<file path="config.mk">
export PLATFORM = sky130hd
export DESIGN_NAME = pipeline_reg_chain
export DESIGN_NICKNAME = d
export VERILOG_FILES = /design/src/rtl/pipe_pkg.sv /design/src/rtl/pipe_stage_reg.sv /design/src/rtl/pipeline_reg_chain.sv
export SDC_FILE = /design/constraint.sdc
export NUM_CORES = 1
export LEC_CHECK = 0
export ABC_AREA = 1
export BUFFER_PORTS_ARGS = -buffer_cell sky130_fd_sc_hd__buf_2
export CAP_MARGIN = 20
export CELL_PAD_IN_SITES_DETAIL_PLACEMENT = 1
export CELL_PAD_IN_SITES_GLOBAL_PLACEMENT = 1
export CORE_MARGIN = 1
export CORE_UTILIZATION = 37
export DETAILED_ROUTE_END_ITERATION = 16
export PLACE_DENSITY = 0.78
export REMOVE_ABC_BUFFERS = 1
export SLEW_MARGIN = 20
export SYNTH_ARGS = -nofsm -noshare
export SYNTH_HDL_FRONTEND = slang
export SYNTH_HIERARCHICAL = 1
export SYNTH_SLANG_ARGS = --single-unit
</file>
<file path="constraint.sdc">
create_clock -name clk -period 2.1 [get_ports clk]
set_input_delay 0.21 -clock clk [delete_from_list [all_inputs] [get_ports clk]]
set_output_delay 0.21 -clock clk [all_outputs]
set_load 0.01 [all_outputs]
</file>
<file path="src/rtl/pipe_pkg.sv">
// Shared constants for the valid-tagged pipeline register chain: stage indices,
// default geometry and the occupancy counter width helper.
package pipe_pkg;

  localparam int STG_IF  = 0;
  localparam int STG_ID  = 1;
  localparam int STG_EXE = 2;
  localparam int STG_MEM = 3;
  localparam int STG_WB  = 4;

  localparam int PIPE_DEPTH_DEFAULT = 5;
  localparam int PIPE_WIDTH_DEFAULT = 32;
  localparam int PIPE_CNT_W_DEFAULT = 16;

  // Bits needed to count 0..depth valid stages inclusive.
  function automatic int occ_width(input int depth);
    return $clog2(depth + 1);
  endfunction

endpackage

</file>
<file path="src/rtl/pipe_stage_reg.sv">
// One pipeline stage: a valid bit plus payload that loads when not held.
// Flush clears only the valid bit and wins over both load and hold.
module pipe_stage_reg #(
  parameter int WIDTH = 32
) (
  input  logic             clk,
  input  logic             rst,
  input  logic             hold,
  input  logic             flush,
  input  logic             load_valid,
  input  logic [WIDTH-1:0] load_data,
  output logic             valid,
  output logic [WIDTH-1:0] data
);

  logic             valid_d, valid_q;
  logic [WIDTH-1:0] data_d, data_q;

  always_comb begin
    valid_d = valid_q;
    data_d  = data_q;
    if (!hold) begin
      valid_d = load_valid;
      data_d  = load_data;
    end
    if (flush) begin
      valid_d = 1'b0;
    end
  end

  always_ff @(posedge clk or posedge rst) begin
    if (rst) begin
      valid_q <= 1'b0;
      data_q  <= '0;
    end else begin
      valid_q <= valid_d;
      data_q  <= data_d;
    end
  end

  assign valid = valid_q;
  assign data  = data_q;

endmodule

</file>
<file path="src/rtl/pipeline_reg_chain.sv">
// Chain of DEPTH valid-tagged stage registers with upstream-propagating stalls,
// per-stage flush, sink handshake, occupancy and retired-entry counting.
module pipeline_reg_chain
  import pipe_pkg::*;
#(
  parameter int DEPTH = PIPE_DEPTH_DEFAULT,
  parameter int WIDTH = PIPE_WIDTH_DEFAULT,
  parameter int CNT_W = PIPE_CNT_W_DEFAULT
) (
  input  logic                          clk,
  input  logic                          rst,
  input  logic                          in_valid,
  input  logic [WIDTH-1:0]              in_data,
  output logic                          in_ready,
  input  logic [DEPTH-1:0]              stall_req,
  input  logic [DEPTH-1:0]              flush,
  input  logic                          out_ready,
  output logic                          out_valid,
  output logic [WIDTH-1:0]              out_data,
  output logic [DEPTH-1:0]              stage_valid,
  output logic [DEPTH*WIDTH-1:0]        stage_data,
  output logic [occ_width(DEPTH)-1:0]   occupancy,
  output logic [CNT_W-1:0]              retired_count
);

  localparam int OCC_W = occ_width(DEPTH);

  logic [DEPTH-1:0] hold;
  logic [DEPTH-1:0] ld_valid;
  logic [WIDTH-1:0] ld_data [DEPTH];
  logic [DEPTH-1:0] stg_valid;
  logic [WIDTH-1:0] stg_data [DEPTH];
  logic             out_fire;
  logic [OCC_W-1:0] occ;
  logic [CNT_W-1:0] retired_d, retired_q;

  // A stall at stage i holds every stage at or below i; the sink's !out_ready
  // behaves as a stall beyond the last stage, even when that stage is empty.
  always_comb begin : hold_chain
    logic h;
    h    = ~out_ready;
    hold = '0;
    for (int i = DEPTH - 1; i >= 0; i--) begin
      h       = h | stall_req[i];
      hold[i] = h;
    end
  end

  // A stage that advances while its upstream neighbour is held takes a bubble;
  // the payload still copies so invalid stages stay deterministic.
  always_comb begin
    ld_valid         = '0;
    ld_valid[STG_IF] = in_valid;
    ld_data[STG_IF]  = in_data;
    for (int i = 1; i < DEPTH; i++) begin
      ld_valid[i] = stg_valid[i-1] & ~hold[i-1];
      ld_data[i]  = stg_data[i-1];
    end
  end

  for (genvar g = 0; g < DEPTH; g++) begin : g_stage
    pipe_stage_reg #(
      .WIDTH(WIDTH)
    ) u_stage (
      .clk       (clk),
      .rst       (rst),
      .hold      (hold[g]),
      .flush     (flush[g]),
      .load_valid(ld_valid[g]),
      .load_data (ld_data[g]),
      .valid     (stg_valid[g]),
      .data      (stg_data[g])
    );
    assign stage_data[g*WIDTH +: WIDTH] = stg_data[g];
  end

  assign in_ready    = ~hold[STG_IF];
  assign stage_valid = stg_valid;
  assign out_valid   = stg_valid[DEPTH-1];
  assign out_data    = stg_data[DEPTH-1];

  // Handshake: an entry retires when the last stage is valid and the sink is
  // ready, unless the last stage itself is stalled; a same-cycle flush of the
  // last stage does not cancel it.
  assign out_fire = out_valid & out_ready & ~stall_req[DEPTH-1];

  always_comb begin
    occ = '0;
    for (int i = 0; i < DEPTH; i++) begin
      occ = occ + {{(OCC_W-1){1'b0}}, stg_valid[i]};
    end
  end

  assign occupancy = occ;

  always_comb begin
    retired_d = retired_q;
    if (out_fire) begin
      retired_d = retired_q + {{(CNT_W-1){1'b0}}, 1'b1};
    end
  end

  always_ff @(posedge clk or posedge rst) begin
    if (rst) begin
      retired_q <= '0;
    end else begin
      retired_q <= retired_d;
    end
  end

  assign retired_count = retired_q;

endmodule

</file>
## Yosys cells after proc, flatten, opt, wreduce, memory -nomap -nowiden

Cells that the tools add are included.

| word-level totals | value |
|---|---|
| bits in registers | 181 |
| bits in latches | 0 |
| bits in writable memories | 0 |
| memory bits (read-only) | 0 |
| input bits | 46 |
| output and inout port bits | 218 |
| logic and storage cells | 48 |
| memories kept | 0 |

| operators by class | value |
|---|---|
| add/sub/neg operators | 5 |
| multipliers | 0 |
| div/mod/pow operators | 0 |
| order comparisons | 0 |
| equality and inequality tests | 5 |
| shifts and indexed selects | 0 |
| mux-type cells | 10 |
| bitwise logic cells | 17 |
| reduce and logical (&&, ||, !) cells | 0 |

Operator list:

| operator | count |
|---|---|
| 16-bit by 1-bit adder with 16-bit output (second input constant) | 1 |
| 1-bit two-way mux | 10 |
| 2-bit inequality test (second input constant) | 5 |
| 3-bit by 1-bit adder with 3-bit output | 2 |
| 1-bit bitwise AND | 6 |
| 1-bit inverter | 6 |
| 1-bit OR | 5 |
| 2-bit by 1-bit adder with 3-bit output | 1 |
| 1-bit by 1-bit adder with 2-bit output | 1 |

## Longest topological paths before layout

Gate-level depths: netlist of run 1.

| depth | value |
|---|---|
| word-level depth | 10 |
| mapped depth | 12 |
| mapped depth without buffers | 10 |

## Cells and area by module

Netlist of run 1, hierarchy kept.

Modules (own cells, without submodules):

| module | times used | cells each | area an instance (µm²) | seq. area each (µm²) |
|---|---|---|---|---|
| pipe_stage_reg | 5 | 142 | 1,315.0 | 825.8 |
| pipeline_reg_chain | 1 | 143 | 1,207.4 | 400.4 |

## Worst setup path after synthesis of run 1

Ideal clock, no wire load.

| path | value |
|---|---|
| kind | register to output |
| from | register g_stage[4].u_stage.valid_q |
| to | output occupancy[1] |
| arrival | 1,656 ps |
| data required time | 1,890 ps |
| path slack | 234 ps |
| cell stages (with the launch flop) | 4 |
| buffers on the path | 0 |
| cells stage by stage | dfrtp_1 fa_1 fa_1 ha_1 |

| between the ends | value |
|---|---|
| cells in the longest elaborated chain, start to end | 1 |

Ends and longest elaborated chain:

| element | RTL line | source |
|---|---|---|
| start: declaration | pipe_stage_reg.sv:16 | `logic valid_d, valid_q;` |
| start signal: assignment | pipe_stage_reg.sv:36 | `valid_q <= valid_d;` |
| 3-bit by 1-bit adder with 3-bit output | pipeline_reg_chain.sv:90 | `occ = occ + {{(OCC_W-1){1'b0}}, stg_valid[i]};` |
| end: declaration | pipeline_reg_chain.sv:22 | `output logic [occ_width(DEPTH)-1:0] occupancy,` |

Every way passes these cells.

## Worst setup path after layout of run 1

| path | value |
|---|---|
| from | register g_stage[0].u_stage.valid_q |
| to | output occupancy[1] |

| between the ends | value |
|---|---|
| cells in the longest elaborated chain, start to end | 4 |

Ends and longest elaborated chain:

| element | RTL line |
|---|---|
| start: declaration | pipe_stage_reg.sv:16 |
| start signal: assignment | pipe_stage_reg.sv:36 |
| 1-bit by 1-bit adder with 2-bit output | pipeline_reg_chain.sv:90 |
| 2-bit by 1-bit adder with 3-bit output | pipeline_reg_chain.sv:90 |
| 3-bit by 1-bit adder with 3-bit output (2 in a row) | pipeline_reg_chain.sv:90 |

Every way passes these cells.

==> results.py, run 1 <==
metrics = {
    "logic_synthesis": {
        "synth_cells": 853,
        "ys_ff_latch": 181,
        "synthesis.area_mm2": 0.00778,
        "ys_types": 23,
        "synth_area_per_cell_um2": 9.12,
        "synth_top_area_share_pct": 58.2,
        "synth-edff-count": 0,
        "synth_area_leader_cell": "dfrtp_1",
        "async_flop_share_pct": 100,
        "yosys_warnings": 6,
        "synth.most_common_cell": "nand2_1",
        "synth_area_leaders": "dfrtp_1 58%, nand2_1 22%, buf_4 4.6%",
        "synth_common_cells": "461 x nand2_1, 181 x dfrtp_1, 56 x nand2_2, 48 x buf_4, 25 x inv_1",
        "yosysSeqAreaShare_pct": 58.2,
        "ys.flop_type": "dfrtp_1",
    },
    "global_route": {
        "grt_max_degree": 37,
        "grt_pass1_wl_um": 37100,
        "antenna_found_initial": 0,
        "track_usage_pct": 22.1,
        "gr-total-overflow": 0,
        "grt_pass1_vias": 6660,
    },
    "worst_setup_path": {
        "rrSetupSlack_ns": 0.66,
        "cp_num_buf_inv": 1,
        "max_stage_delay_ns": 0.52,
        "critPathLaunchType": "flip-flop",
        "r2r-end": "retired_count[13]$_DFFE_PP0P_",
        "arrival_ns": 2.11,
        "cp.required_ns": 1.89,
        "crit_path_cell_trace": "fa_1 > fa_2 > ha_1 > buf_2",
        "cp_slowest_cell": "fa_1",
        "reg2reg_from": "g_stage[4].u_stage/valid$_DFFE_PP0P_",
        "path_delay_family": "adder cells",
        "cp_max_fo": 2,
        "cp_num_cells": 4,
        "critPathCaptureType": "primary output",
        "path_class": "flip-flop to primary output",
        "reg2reg_depth": 9,
    },
    "detailed_routing": {
        "wl_per_cell_um": 16.5,
        "vias": 6466,
        "drt_iter0_drc": 242,
        "ant_nets": 0,
        "vias_per_cell": 4.63,
        "drt_wl_total_um": 23100,
        "first_pass_iters": 4,
        "drc": 0,
    },
    "floorplan": {
        "die_w_um": 147,
        "io_pins": 264,
        "core_area_mm2": 0.0204,
        "die-area_mm2": 0.0216,
        "die_h_um": 147,
        "start_util_pct": 38.1,
        "rows": 52,
    },
    "timing": {
        "layout_setup_ws_ns": -0.218,
        "max-slew-margin-rel_pct": 55.5,
        "rsz0062_at_grt": "true",
        "finalCritPeriodShare_pct": 110,
        "skew_ns": 0.0124,
        "fmax_mhz": 431,
        "hold_viol_final": 0,
        "setup_viol": 3,
        "fin_crit_ns": 2.32,
        "maxSlewViolCount": 0,
        "tightest_slew_ns": 0.667,
    },
    "cts": {
        "cts_max_level": 4,
        "cts_buffer_depth": 2,
        "clk_latency_ns": 0.43,
        "cts_sinks": 181,
        "cts_tree": "yes",
        "cts-root-buf": "clkbuf_16",
        "cts_buffers": 17,
        "path_clk_slew_ns": 0.07,
    },
    "placement": {
        "place_area_mm2": 0.00891,
        "dp_hpwl_um": 16300,
        "io_buffers": 263,
        "gp_congestion": 0.814,
    },
    "power_and_ir_drop": {
        "power.leakage_nw": 6.03,
        "peakVddDrop_v": 0.000529,
        "power.density_mw_per_mm2": 933,
    },
    "final_layout": {
        "final_layout_size_suffix_gt1_share_pct": 33.8,
        "multiInputGateArea_mm2": 0.00250,
        "finish.instance_area_mm2": 0.00988,
        "nNetsFinal": 1165,
        "num_antenna_cells": 0,
        "area_growth_pct": 27.0,
        "nFillCells": 2520,
        "post-route-util_pct": 48.4,
        "ff_latch_area_mm2": 0.00453,
    },
    "worst_hold_path": {
        "hp-class": "input port to flip-flop",
        "hold_path_end": "g_stage[3].u_stage/valid$_DFFE_PP0P_",
        "whs_path_depth": 4,
        "holdCritStartpoint": "flush[3]",
    },
    "run_status": {
        "status": "finished with violations",
        "violations": "negative setup slack",
    },
    "job": {
        "drv_cap": 0,
    },
}
## flip-flops by register name, indices dropped and copies added (netlist names)
signal,flops
g_stage.u_stage/data,160
retired_count,16
g_stage.u_stage/valid,5
## layer usage
layer  up-vias  part of all wire, %  global-route usage, %
li1       3059                    -                      -
met1      3143                   43                   27.9
met2       198                   49                   36.3
met3        66                  3.2                   3.57
met4         0                  5.0                   12.6
met5         -                    0                      0
## layout make-up
type	instances	share of cell area, %
well taps	270	3.42
flip-flops and latches	181	45.8
clock inverters	13	1.60
inverters	31	1.56
repair buffers	311	17.9
multi-input cells	573	25.3
clock buffers	18	4.44
## stage by stage
stage | power, mW | cells | worst slack (ns) | setup TNS, ns | hold WS [ns]
3_5_place_dp | 5.98 | 1329 | 0.171 | 0 | 0.231
6_report | 9.23 | 1397 | -0.218 | -0.440 | 0.0498
5_1_grt | 9.68 | 1397 | -0.275 | -0.628 | 0.0550
3_3_place_gp | 5.91 | 1329 | 0.232 | 0 | 0.222
4_1_cts | 9.34 | 1396 | -0.227 | -0.480 | 0.0301
2_1_floorplan | 5.07 | 785 | -0.341 | -10.27 | 0.124
## tightest hold or removal path, cell delays in order
cell and delay, ns:
buf_2 0.08, inv_1 0.04, nand3_1 0.06, nand2_1 0.05
## cell usage in the layout, fill, tap and decap left out, types with 4 or more instances in the layout
cell,Yosys,final
inv_8,5,5
nand3_1,12,12
dlygate4sd3_1,0,34
xor2_1,4,4
nand2_1,461,461
buf_4,48,14
clkinv_2,0,5
xnor2_1,7,7
nand4_1,6,6
inv_1,25,25
dfrtp_1,181,181
clkbuf_16,0,17
nand2_2,56,56
nor2_1,11,11
buf_2,0,262
## power by group
group	switching [mW]	total [mW]	internal, mW
Combinational	0.934	1.57	0.634
Sequential	0.452	4.40	3.94
Clock	1.36	3.26	1.90
Total	2.75	9.23	6.47
## worst max-delay path by stage
stage | endpoint | from
after floorplan | g_stage[0].u_stage/valid$_DFFE_PP0P_ | stall_req[4]
after global placement | occupancy[1] | g_stage[0].u_stage/valid$_DFFE_PP0P_
after detailed placement | occupancy[1] | g_stage[0].u_stage/valid$_DFFE_PP0P_
after CTS | occupancy[1] | g_stage[0].u_stage/valid$_DFFE_PP0P_
after global routing | occupancy[1] | g_stage[0].u_stage/valid$_DFFE_PP0P_
final | occupancy[1] | g_stage[0].u_stage/valid$_DFFE_PP0P_
## cells by family after synthesis
logic type / count (synthesis) / synth area share [%]
adders and majority gates: 4 / 0.836
buffers and inverters: 99 / 9.74
xor gates and xnor gates: 11 / 1.24
DFF: 181 / 58.2
and+or+nand+nor: 558 / 30.0
## timing repair
item                                   4_1_cts  5_1_grt
setup endpoints to repair                    3        3
hold buffers                                34        0
buffers inserted                             2        1
pin swaps                                    1        0
endpoints found under the hold margin      187        0
resized for setup                            2        0
Note: power is estimated with default switching activity, not from simulation.
==> inputs of run 2 (changes only) <==
- ABC_AREA: 1 -> default
- CORE_UTILIZATION: 37 -> 41
- PLACE_DENSITY: 0.78 -> 0.77
==> run 2 against run 1 <==
  * The flow still finishes with violations (negative setup slack)
  * Register-to-register slack got worse by 0.30 ns
  * Synthesized cell count decreased by 45%
  * Setup slack got worse by 0.023 ns
  * Clock power increased by 1%
  * First-iteration DRC count decreased by 55%
  * Die area decreased by 6.4%
  * Power increased by 8.0%
  * Sequential share of layout area decreased by 1.4 points
==> results.py, run 2 <==
metrics = {
    "logic_synthesis": {
        "synth_area_leader_cell": "dfrtp_1",
        "ys_ff_latch": 181,
        "synth_area_leaders": "dfrtp_1 56%, mux2_4 27%, buf_12 3.7%",
        "yosys_warnings": 6,
        "muxShareOfSynthArea_pct": 29.9,
        "synth-xor-area-share_pct": 1.82,
        "synth.most_common_cell": "dfrtp_1",
        "synth-edff-count": 0,
        "async_flop_share_pct": 100,
        "ys.flop_type": "dfrtp_1",
        "synth_compound_area_share_pct": 0,
        "ys_types": 32,
        "yosys.area_share.simple_pct": 3.27,
        "synth_top_area_share_pct": 56.2,
        "synth_cells": 469,
        "synthesis.area_mm2": 0.00806,
        "synthAdderAreaFrac_pct": 0.807,
        "synth_top_family_by_area": "multiplexers",
        "synth_area_per_cell_um2": 17.2,
        "yosysSeqAreaShare_pct": 56.2,
        "synth_common_cells": "181 x dfrtp_1, 145 x mux2_4, 33 x buf_4, 16 x mux2_2, 15 x buf_12",
    },
    "timing": {
        "layout_setup_ws_ns": -0.241,
        "rsz0062_at_grt": "true",
        "setup_viol": 3,
        "hold_viol_final": 0,
        "tightest_slew_ns": 0.815,
        "skew_ns": 0.0103,
        "fmax_mhz": 427,
        "fin_crit_ns": 2.34,
        "whs_ns": 0.0223,
        "max-slew-margin-rel_pct": 45.6,
        "finalCritPeriodShare_pct": 111,
        "maxSlewViolCount": 0,
    },
    "placement": {
        "dp.cells": 950,
        "place_area_mm2": 0.00922,
        "gp_congestion": 0.791,
        "dp_hpwl_um": 14600,
        "io_buffers": 263,
    },
    "final_layout": {
        "mostFrequentLayoutCells": "260 x buf_2, 181 x dfrtp_1, 145 x mux2_4",
        "nNetsFinal": 791,
        "final_layout_size_suffix_gt1_share_pct": 65.4,
        "final_common_cell": "buf_2",
        "nFillCells": 1933,
        "largest_reg_flops": 160,
        "final_cell_count_no_fill": 1017,
        "finish.instance_area_mm2": 0.0102,
        "post-route-util_pct": 53.5,
        "area_growth_pct": 26.3,
    },
    "global_route": {
        "gr-total-overflow": 0,
        "track_usage_pct": 22.1,
        "grt_pass1_wl_um": 33400,
        "grt_pass1_vias": 5611,
        "grt_max_degree": 35,
        "antenna_found_initial": 3,
    },
    "power_and_ir_drop": {
        "power.leakage_nw": 5.98,
        "seq_power_share_pct": 45.4,
        "swShare_pct": 29.3,
        "power.density_mw_per_mm2": 979,
        "internal-power_mw": 7.05,
        "p_sw_mw": 2.92,
        "peakVddDrop_v": 0.000570,
        "combinationalPowerShare_pct": 21.5,
        "p_clk_share_pct": 33.1,
    },
    "floorplan": {
        "die_h_um": 142,
        "die-area_mm2": 0.0202,
        "start_util_pct": 42.4,
        "core_area_mm2": 0.0190,
        "io_pins": 264,
        "rows": 50,
        "die_w_um": 142,
    },
    "detailed_routing": {
        "vias": 4891,
        "ant_nets": 0,
        "vias_per_cell": 4.81,
        "wl_per_cell_um": 20.6,
        "drc": 0,
        "drt_wl_total_um": 21000,
        "drt_iter0_drc": 108,
        "first_pass_iters": 4,
    },
    "cts": {
        "cts_buffers": 17,
        "cts_sinks": 181,
        "cts_tree": "yes",
        "cts_max_level": 4,
        "clk_latency_ns": 0.43,
        "cts_buffer_depth": 2,
        "cts-root-buf": "clkbuf_16",
        "path_clk_slew_ns": 0.07,
    },
    "worst_setup_path": {
        "cp_max_fo": 2,
        "path_class": "flip-flop to primary output",
        "max_stage_delay_ns": 0.54,
        "crit_path_cell_trace": "fa_1 > fa_2 > ha_4 > buf_6",
        "cp_num_buf_inv": 1,
        "critPathLaunchType": "flip-flop",
        "cp_slowest_cell": "fa_1",
        "critPathCaptureType": "primary output",
        "path_delay_family": "adder cells",
        "arrival_ns": 2.13,
        "cp.required_ns": 1.89,
    },
    "worst_hold_path": {
        "hp-class": "input port to flip-flop",
    },
    "run_status": {
        "status": "finished with violations",
        "violations": "negative setup slack",
    },
    "job": {
        "drv_cap": 0,
    },
}
run 2: layout make-up:
class | instances | area (um2) | area share, %
antenna | 3 | 7.51 | 0.0737
clock buffer | 17 | 425 | 4.18
clock inverter | 15 | 181 | 1.78
inverter | 12 | 45.0 | 0.442
multi-input combinational | 223 | 2900 | 28.5
sequential | 181 | 4530 | 44.5
tap | 260 | 325 | 3.19
timing repair buffer | 306 | 1770 | 17.4
run 2: metal layers:
layer | global-route usage, % | vias up | routed length [um]
met5 | 0 | - | 0
met4 | 9.34 | 0 | 614
met3 | 5.85 | 45 | 1030
met2 | 39.8 | 196 | 11200
met1 | 24.6 | 2530 | 8120
li1 | - | 2120 | -
run 2: path summary, 6_finish.rpt:
kind	slack, ns	endpoint	startpoint	cells after the start
max	-0.24	occupancy[1]	g_stage[4].u_stage/valid$_DFFE_PP0P_	4
min	0.02	g_stage[0].u_stage/data[8]$_DFFE_PP0N_	in_data[8]	2
min reg2reg	0.50	retired_count[15]$_DFFE_PP0P_	retired_count[15]$_DFFE_PP0P_	1
max in group asynchronous	1.00	g_stage[3].u_stage/data[28]$_DFFE_PP0N_	rst	3
min in group asynchronous	0.43	g_stage[4].u_stage/data[17]$_DFFE_PP0N_	rst	3
max reg2reg	0.36	retired_count[12]$_DFFE_PP0P_	g_stage[4].u_stage/valid$_DFFE_PP0P_	6
run 2: power by group through the flow:
stage	Clock, mW	Sequential [mW]	Combinational [mW]
detailed placement	0	4.59	2.11
global placement	0	4.52	2.05
CTS	3.38	4.53	2.16
global route	3.52	4.60	2.30
floorplan	0	4.78	0.896
finish	3.30	4.52	2.14
run 2: repair_timing:
item | CTS | global route
endpoints found under the setup margin | 3 | 3
hold buffers | 27 | 2
endpoints found under the hold margin | 57 | 2
setup buffers | 1 | 2
resized for setup | 6 | 0
run 2: cell families after synthesis:
group	Yosys count
multiplexers	166
AND/OR/NAND/NOR	38
buffers and inverters	65
adder cells (fa/ha/maj)	4
XOR/XNOR	15
flip-flops	181
run 2: worst reg2reg max path: cells and delay by family (launching register included):
kind	cells	cell delay [ns]
xor gates and xnor gates	1	0.12
buffers and inverters	2	0.27
DFF	1	0.39
and+or+nand+nor	3	0.85
run 2: per-stage QoR:
step | TNS (ns) | power [mW] | setup WS (ns)
floorplan | -58.36 | 5.67 | -1.16
global placement | 0 | 6.57 | 0.195
detailed placement | 0 | 6.69 | 0.122
CTS | -0.453 | 10.1 | -0.218
global route | -0.753 | 10.4 | -0.312
finish | -0.553 | 9.97 | -0.241
